===== src/rtl/audio_sequencer_pkg.sv =====
// audio_sequencer_pkg: sound codes, sequencer states and default sample ROM layout.
package audio_sequencer_pkg;

    typedef enum logic [2:0] {
        SOUND_NONE      = 3'd0,
        SOUND_CHOMP     = 3'd1,
        SOUND_EAT_GHOST = 3'd2,
        SOUND_INTRO     = 3'd3,
        SOUND_DEATH     = 3'd4
    } sound_t;

    typedef enum logic {IDLE, PLAY} seq_state_t;

    localparam int SND_COUNT = 4;
    localparam int SND_START_TBL [SND_COUNT] = '{0, 1600, 3200, 5600};
    localparam int SND_LEN_TBL   [SND_COUNT] = '{1600, 1600, 2400, 2400};

endpackage


===== src/rtl/sound_prio_enc.sv =====
// sound_prio_enc: highest-index set bit of pending wins; any flags a non-empty vector.
module sound_prio_enc #(
    parameter int NUM_SOUNDS = 4,
    parameter int IDX_W      = 2
) (
    input  logic [NUM_SOUNDS-1:0] pending,
    output logic [IDX_W-1:0]      idx,
    output logic                  any
);

    always_comb begin
        idx = '0;
        for (int i = 0; i < NUM_SOUNDS; i++)
            if (pending[i]) idx = IDX_W'(i);
    end

    assign any = |pending;

endmodule


===== src/rtl/audio_sequencer.sv =====
// audio_sequencer: latches sound requests, arbitrates by fixed priority and walks the
// winning sound's ROM range one sample per 8 kHz strobe.
module audio_sequencer
    import audio_sequencer_pkg::*;
#(
    parameter int NUM_SOUNDS = 4,
    parameter int ADDR_W     = 13,
    parameter int SOUND_START [NUM_SOUNDS] = SND_START_TBL,
    parameter int SOUND_LEN   [NUM_SOUNDS] = SND_LEN_TBL
) (
    input  logic                  clk_25MHZ,
    input  logic                  rst,
    input  logic                  clk_8KHZ,
    input  logic [NUM_SOUNDS-1:0] req,
    input  logic                  stop,
    output logic [ADDR_W-1:0]     sample_addr,
    output logic                  sample_valid,
    output sound_t                sound_type,
    output logic                  en,
    output logic                  done
);

    localparam int IDX_W = (NUM_SOUNDS > 1) ? $clog2(NUM_SOUNDS) : 1;

    for (genvar i = 0; i < NUM_SOUNDS; i++) begin : g_chk
        if (SOUND_LEN[i] < 1 || SOUND_START[i] + SOUND_LEN[i] - 1 >= (1 << ADDR_W)) begin : g_bad
            $error("audio_sequencer: sound %0d range invalid or exceeds ROM address space", i);
        end
    end

    seq_state_t            state, state_n;
    logic [NUM_SOUNDS-1:0] pending, pending_n;
    logic [ADDR_W-1:0]     addr_n;
    logic [ADDR_W:0]       remaining, rem_n;
    logic                  valid_n, done_n, load, any;
    sound_t                type_n, win_code;
    logic [IDX_W-1:0]      win;

    sound_prio_enc #(.NUM_SOUNDS(NUM_SOUNDS), .IDX_W(IDX_W)) u_prio (
        .pending (pending),
        .idx     (win),
        .any     (any)
    );

    // sound codes are index+1, so comparing codes compares priority
    assign win_code = sound_t'(3'(win) + 3'd1);
    assign en       = (state == PLAY);

    always_ff @(posedge clk_25MHZ or posedge rst) begin
        if (rst) begin
            state        <= IDLE;
            pending      <= '0;
            sample_addr  <= '0;
            remaining    <= '0;
            sample_valid <= 1'b0;
            sound_type   <= SOUND_NONE;
            done         <= 1'b0;
        end else begin
            state        <= state_n;
            pending      <= pending_n;
            sample_addr  <= addr_n;
            remaining    <= rem_n;
            sample_valid <= valid_n;
            sound_type   <= type_n;
            done         <= done_n;
        end
    end

    always_comb begin
        state_n   = state;
        pending_n = pending | req;
        addr_n    = sample_addr;
        rem_n     = remaining;
        valid_n   = 1'b0;
        type_n    = sound_type;
        done_n    = 1'b0;
        load      = 1'b0;
        if (stop) begin
            state_n   = IDLE;
            pending_n = '0;
            type_n    = SOUND_NONE;
            rem_n     = '0;
        end else if (state == IDLE) begin
            load = any;
        end else if (clk_8KHZ) begin
            if (any && win_code > sound_type) begin
                load = 1'b1;
            end else if (remaining == 1) begin
                done_n = 1'b1;
                if (any) begin
                    load = 1'b1;
                end else begin
                    state_n = IDLE;
                    type_n  = SOUND_NONE;
                    rem_n   = '0;
                end
            end else begin
                addr_n  = sample_addr + ADDR_W'(1);
                rem_n   = remaining - (ADDR_W+1)'(1);
                valid_n = 1'b1;
            end
        end
        // a grant clears its pending bit unless the same sound is requested again this cycle
        if (load) begin
            state_n        = PLAY;
            type_n         = win_code;
            addr_n         = ADDR_W'(SOUND_START[win]);
            rem_n          = (ADDR_W+1)'(SOUND_LEN[win]);
            valid_n        = 1'b1;
            pending_n[win] = req[win];
        end
    end

endmodule


===== config.mk =====
export PLATFORM = sky130hd
export DESIGN_NAME = audio_sequencer
export DESIGN_NICKNAME = d
export VERILOG_FILES = /design/src/rtl/audio_sequencer_pkg.sv /design/src/rtl/sound_prio_enc.sv /design/src/rtl/audio_sequencer.sv
export SDC_FILE = /design/constraint.sdc
export NUM_CORES = 1
export LEC_CHECK = 0
export CORE_UTILIZATION = 50
export DETAILED_ROUTE_END_ITERATION = 12
export PLACE_DENSITY = 0.78
export SYNTH_ARGS = -nofsm -noshare
export SYNTH_HDL_FRONTEND = slang
export SYNTH_SLANG_ARGS = --single-unit

===== constraint.sdc =====
create_clock -name clk_25MHZ -period 3.6 [get_ports clk_25MHZ]
set_clock_uncertainty 0.05 [all_clocks]
set_input_delay 0.9 -clock clk_25MHZ [delete_from_list [all_inputs] [get_ports clk_25MHZ]]
set_output_delay 0.9 -clock clk_25MHZ [all_outputs]
set_load 0.01 [all_outputs]

==> results of run 1 <==
==> sequential cells by signal, indices dropped and copies added (netlist names) <==
name	count
done	1
en	1
pending	4
remaining	14
sample_addr	13
sample_valid	1
sound_type	3
==> cells by family after synthesis <==
| kind of cell | share of synthesized area, % |
|---|---|
| multiplexers | 4.413 |
| AO/OA/AOI/OAI | 18.97 |
| buffers and inverters | 5.240 |
| XOR/XNOR | 3.089 |
| AND/OR/NAND/NOR | 21.95 |
| adder cells (fa/ha/maj) | 5.516 |
| flip-flops | 40.82 |
==> power by group <==
group,internal (mW),switching (mW),total [mW]
sequential,0.553,0.163,0.716
combinational,0.424,0.492,0.916
clock,0.226,0.143,0.368
total,1.20,0.798,2.00
==> routing by layer <==
layer  GRT usage (%)  vias up  routed length, um
met5               0        -                  0
met4           7.029        0                 93
met3           5.087       12                257
met2           33.66       74               2261
met1           32.67      924               2458
li1                -      927                  -
==> how the worst max path moves through the flow <==
stage	cells after the start	end	startpoint
6_report	10	remaining[1]	pending[2]
5_1_grt	10	remaining[1]	pending[2]
4_1_cts	10	remaining[1]	pending[2]
3_5_place_dp	10	remaining[1]	pending[2]
3_3_place_gp	10	remaining[1]	pending[2]
2_1_floorplan	11	sample_addr[11]	pending[2]
==> worst max-delay path: stages, from the launching register on <==
cell	delay, ns
dfrtp_1	0.46
inv_1	0.10
a21o_1	0.25
inv_1	0.11
ha_1	0.34
ha_1	0.32
a211oi_1	0.42
o21ai_0	0.16
a21oi_1	0.46
nor2_2	0.18
a211oi_1	0.25
==> metrics by stage <==
stage          total power [mW]  area, sq um  utilization, %
2_1_floorplan             1.328         2268               -
6_report                  2.001         2676           61.47
4_1_cts                   1.994         2676           61.47
3_3_place_gp              1.598         2560           58.79
5_1_grt                   2.140         2676           61.47
3_5_place_dp              1.614         2560           58.79
==> Yosys cell counts (all sizes together), types with 4 or more instances <==
library cell and number:
nor2 22, inv 18, nand3 13, buf 7, ha 10, xor2 6, mux2i 10, nor4 4
and3 4, dfrtp 37, o21ai 19, nand2 23, a21oi 15, nor3 4
==> final cells by class <==
cell class,count,area [sq um]
tap,52,65.06
sequential,37,925.9
timing repair buffer,28,275.3
multi-input combinational,179,1224
fill,378,1678
inverter,18,70.07
clock inverter,1,30.03
clock buffer,7,86.33
==> impl_metrics.env, run 1 <==
export IMPL_postCtsSetupRepairBufs=0
export IMPL_reg2reg_depth=10
export IMPL_insertedDiodeCount=0
export IMPL_die_h_um=69.36
export IMPL_netlist_instances=241
export IMPL_grt_pass1_wl_um=8673
export IMPL_worstHoldPathType="flip-flop to flip-flop"
export IMPL_cts_buffers=5
export IMPL_cts_sink_count=37
export IMPL_slew_headroom_pct=60.61
export IMPL_synth_warnings=0
export IMPL_hold_depth=1
export IMPL_vias_per_cell=6.016
export IMPL_fin_crit_sh_pct=89.15
export IMPL_syn_avg_cell_area_sq_um=9.413
export IMPL_gr_usage_all_layers_pct=22.58
export IMPL_pre_cts_ws_ns=0.4421
export IMPL_crit_type="flip-flop to flip-flop"
export IMPL_io_buffers=26
export IMPL_r2r_start="pending[2]"
export IMPL_yosys_area_top_type="dfrtp_1"
export IMPL_initial_core_util_pct=52.10
export IMPL_io_pins=27
export IMPL_r2r_slack_ns=0.39
export IMPL_fp_row_count=24
export IMPL_fin_setup_tns_ns=0
export IMPL_synth_cell_types=56
export IMPL_drv_cap=0
export IMPL_setup_slack_ns=0.3907
export IMPL_cts_hold_buf=0
export IMPL_grt_start_max_net_pins=38
export IMPL_power_leakage_nw=1.161
export IMPL_drtIter0Drc=225
export IMPL_totalWireLength_um=5069
export IMPL_rsz0062_at_grt="no"
export IMPL_hold_slack_ns=0.4783
export IMPL_syn2layout_area_growth_pct=17.98
export IMPL_first_global_vias=1810
export IMPL_synth_seq_cells=37
export IMPL_ctsResizeCount=0
export IMPL_async_reset_ff_share_pct=100.0
export IMPL_min_to="sample_addr[5]"
export IMPL_seq_area_frac_synth_pct=40.82
export IMPL_powerDensity_nw_per_um2=747.6
export IMPL_wl_per_cell_um=15.74
export IMPL_cp_max_fo=9
export IMPL_finalSetupViolCount=0
export IMPL_ant_nets=0
export IMPL_worstMarginPinSlew_ns=0.5909
export IMPL_clock_latency_ns=0.29
export IMPL_placed_cells=314
export IMPL_final_cell_count_no_fill=322
export IMPL_cp_arrival_ns=3.35
export IMPL_cts_htree_levels=2
export IMPL_cts_tree="yes"
export IMPL_yosys_top_cells_area="dfrtp_1 (41%), ha_1 (5.5%), mux2i_1 (4.4%)"
export IMPL_status="completed"
export IMPL_min_delay_start="sample_addr[5]"
export IMPL_ir_drop_v=0.0003124
export IMPL_drc=0
export IMPL_place_gp_congestion=0.8460
export IMPL_synth_top_area_share_pct=40.82
export IMPL_final_common_cell="dfrtp_1"
export IMPL_reg2reg_to="remaining[1]"
export IMPL_syn_num_nets=259
export IMPL_ys_flop_type="dfrtp_1"
export IMPL_grt_overflow=0
export IMPL_hpwl_um=3525
export IMPL_antenna_found_initial=0
export IMPL_drive_gt1_share_pct=8.519
export IMPL_final_max_slew_viol_count=0
export IMPL_dieArea_sq_um=4810
export IMPL_path_clk_slew_ns=0.07
export IMPL_timing_final_crit_period_ns=3.209
export IMPL_die_w_um=69.36
export IMPL_final_cell_mix="dfrtp_1 (37), clkdlybuf4s50_1 (26), nand2_1 (23)"
export IMPL_max_freq_ghz=0.3116
export IMPL_cp_required_ns=3.74
export IMPL_cp_start_kind="flip-flop"
export IMPL_num_vias=1937
export IMPL_finalHoldViolCount=0
export IMPL_syn_area_sq_um=2268
export IMPL_cts_path_max_buffers=2
export IMPL_layout_nets=287
export IMPL_core_area_sq_um=4354
export IMPL_synth_edf_count=0
export IMPL_clockRootBuffer="clkbuf_8"
export IMPL_drtPass1Iterations=5
export IMPL_end_kind="flip-flop"
(Power assumes the default switching activity.)
==> inputs of run 2 (changes only) <==
TNS_END_PERCENT = 100   (was default)
==> results of run 2 <==
The final DEF is identical to that of run 1; final timing and power are the same.
==> inputs of run 3 (changes only) <==
MAX_ROUTING_LAYER = met4   (was default)
==> impl_metrics.env, run 3 (synthesis gave the netlist of run 1 again) <==
export IMPL_initial_core_util_pct=52.10
export IMPL_drtIter0Drc=204
export IMPL_drtPass1Iterations=5
export IMPL_cts_tree="yes"
export IMPL_status="completed"
export IMPL_wl_per_cell_um=15.72
export IMPL_ir_drop_v=0.0003116
export IMPL_cts_hold_buf=0
export IMPL_path_cells="inv_1 > a21o_1 > inv_1 > ha_1 > ha_1 > a211oi_1 > o21ai_0 > a21oi_1 > nor2_2 > a211oi_1"
export IMPL_insertedDiodeCount=0
export IMPL_worstHoldPathType="flip-flop to flip-flop"
export IMPL_timing_final_crit_period_ns=3.220
export IMPL_fp_row_count=24
export IMPL_worstMarginPinSlew_ns=0.5862
export IMPL_gr_usage_all_layers_pct=23.20
export IMPL_finalHoldViolCount=0
export IMPL_powerDensity_nw_per_um2=747.4
export IMPL_cts_path_max_buffers=2
export IMPL_cp_slowest_cell="dfrtp_1"
export IMPL_slew_headroom_pct=60.92
export IMPL_drive_gt1_share_pct=8.519
export IMPL_crit_family="compound AO/OA/AOI/OAI gates"
export IMPL_antenna_found_initial=0
export IMPL_path_clk_slew_ns=0.07
export IMPL_fill_cells=378
export IMPL_end_kind="flip-flop"
export IMPL_max_freq_ghz=0.3106
export IMPL_grt_overflow=0
export IMPL_power_leakage_nw=1.161
export IMPL_crit_type="flip-flop to flip-flop"
export IMPL_cp_arrival_ns=3.36
export IMPL_cts_sink_count=37
export IMPL_cp_start_kind="flip-flop"
export IMPL_slowest_delay_ns=0.46
export IMPL_cts_buffers=5
export IMPL_reg_top3="remaining x14, sample_addr x13, pending x4"
export IMPL_rsz0062_at_grt="no"
export IMPL_grt_pass1_wl_um=8666
export IMPL_vias_per_cell=5.975
export IMPL_fin_crit_sh_pct=89.45
export IMPL_die_w_um=69.36
export IMPL_clockRootBuffer="clkbuf_8"
export IMPL_layout_nets=287
export IMPL_core_area_sq_um=4354
export IMPL_drv_cap=0
export IMPL_io_pins=27
export IMPL_p_total_mw=2.000
export IMPL_path_buf_inv=2
export IMPL_hold_depth=1
export IMPL_ctsResizeCount=0
export IMPL_first_global_vias=1814
export IMPL_clock_latency_ns=0.29
export IMPL_io_buffers=26
export IMPL_drc=0
export IMPL_path_depth=10
export IMPL_place_gp_congestion=0.8593
export IMPL_dieArea_sq_um=4810
export IMPL_die_h_um=69.36
export IMPL_cts_htree_levels=2
export IMPL_fin_setup_tns_ns=0
export IMPL_hpwl_um=3525
export IMPL_final_common_cell="dfrtp_1"
export IMPL_postCtsSetupRepairBufs=0
export IMPL_reg2reg_depth=10
export IMPL_num_vias=1924
export IMPL_finalSetupViolCount=0
export IMPL_largest_register_ffs=14
export IMPL_final_max_slew_viol_count=0
export IMPL_largest_register="remaining"
export IMPL_cp_required_ns=3.74
export IMPL_grt_start_max_net_pins=38
export IMPL_syn2layout_area_growth_pct=17.98
export IMPL_cp_max_fo=9
export IMPL_final_cell_mix="dfrtp_1 (37), clkdlybuf4s50_1 (26), nand2_1 (23)"
export IMPL_ant_nets=0
export IMPL_totalWireLength_um=5062
run 3: cell counts in the layout (fill, tap and decap cells not counted):
No cell type changed its count.
run 3: where the power goes:
part           leakage (nW)  internal [mW]  switching, mW
registers             0.472          0.553          0.162
clock network        0.0585          0.226          0.144
logic                 0.631          0.424          0.492
run 3: final cells by class:
class / count / area, sq um / area share [%]
inverters: 18 / 70.07 / 2.618
well taps: 52 / 65.06 / 2.431
clock buffers: 7 / 86.33 / 3.226
multi-input cells: 179 / 1224 / 45.72
flip-flops and latches: 37 / 925.9 / 34.60
clock inverters: 1 / 30.03 / 1.122
repair buffers: 28 / 275.3 / 10.29
run 3: final timing paths:
kind | endpoint | from | slack, ns
hold / removal | sample_addr[5] | sample_addr[5] | 0.48
max in group asynchronous | sample_addr[1] | rst | 2.20
setup / recovery | remaining[1] | pending[2] | 0.38
min in group asynchronous | remaining[10] | rst | 0.98
hold reg to reg | sample_addr[5] | sample_addr[5] | 0.48
setup reg to reg | remaining[1] | pending[2] | 0.38
run 3: metal layers:
metal  GRT usage (%)  routed length (um)  vias to the layer above
li1                -                   -                      925
met5               -                   0                        -
met1           32.48                2509                      927
met3           5.087                 197                       11
met4           7.029                  87                        0
met2           33.76                2268                       61
run 3: worst register-to-register path, stage by stage (launching register included):
cell	delay (ns)
dfrtp_1	0.46
inv_1	0.10
a21o_1	0.25
inv_1	0.11
ha_1	0.34
ha_1	0.32
a211oi_1	0.43
o21ai_0	0.17
a21oi_1	0.46
nor2_2	0.18
a211oi_1	0.25
run 3: through the flow:
stage	worst slack (ns)	cells	instance area [sq um]	util, %	hold WS (ns)
3_3_place_gp	0.6305	314	2560	58.79	0.4613
4_1_cts	0.4116	322	2676	61.47	0.4786
2_1_floorplan	0.8288	241	2268	-	0.4447
5_1_grt	0.1529	322	2676	61.47	0.5101
3_5_place_dp	0.4421	314	2560	58.79	0.4485
6_report	0.3799	322	2676	61.47	0.4784
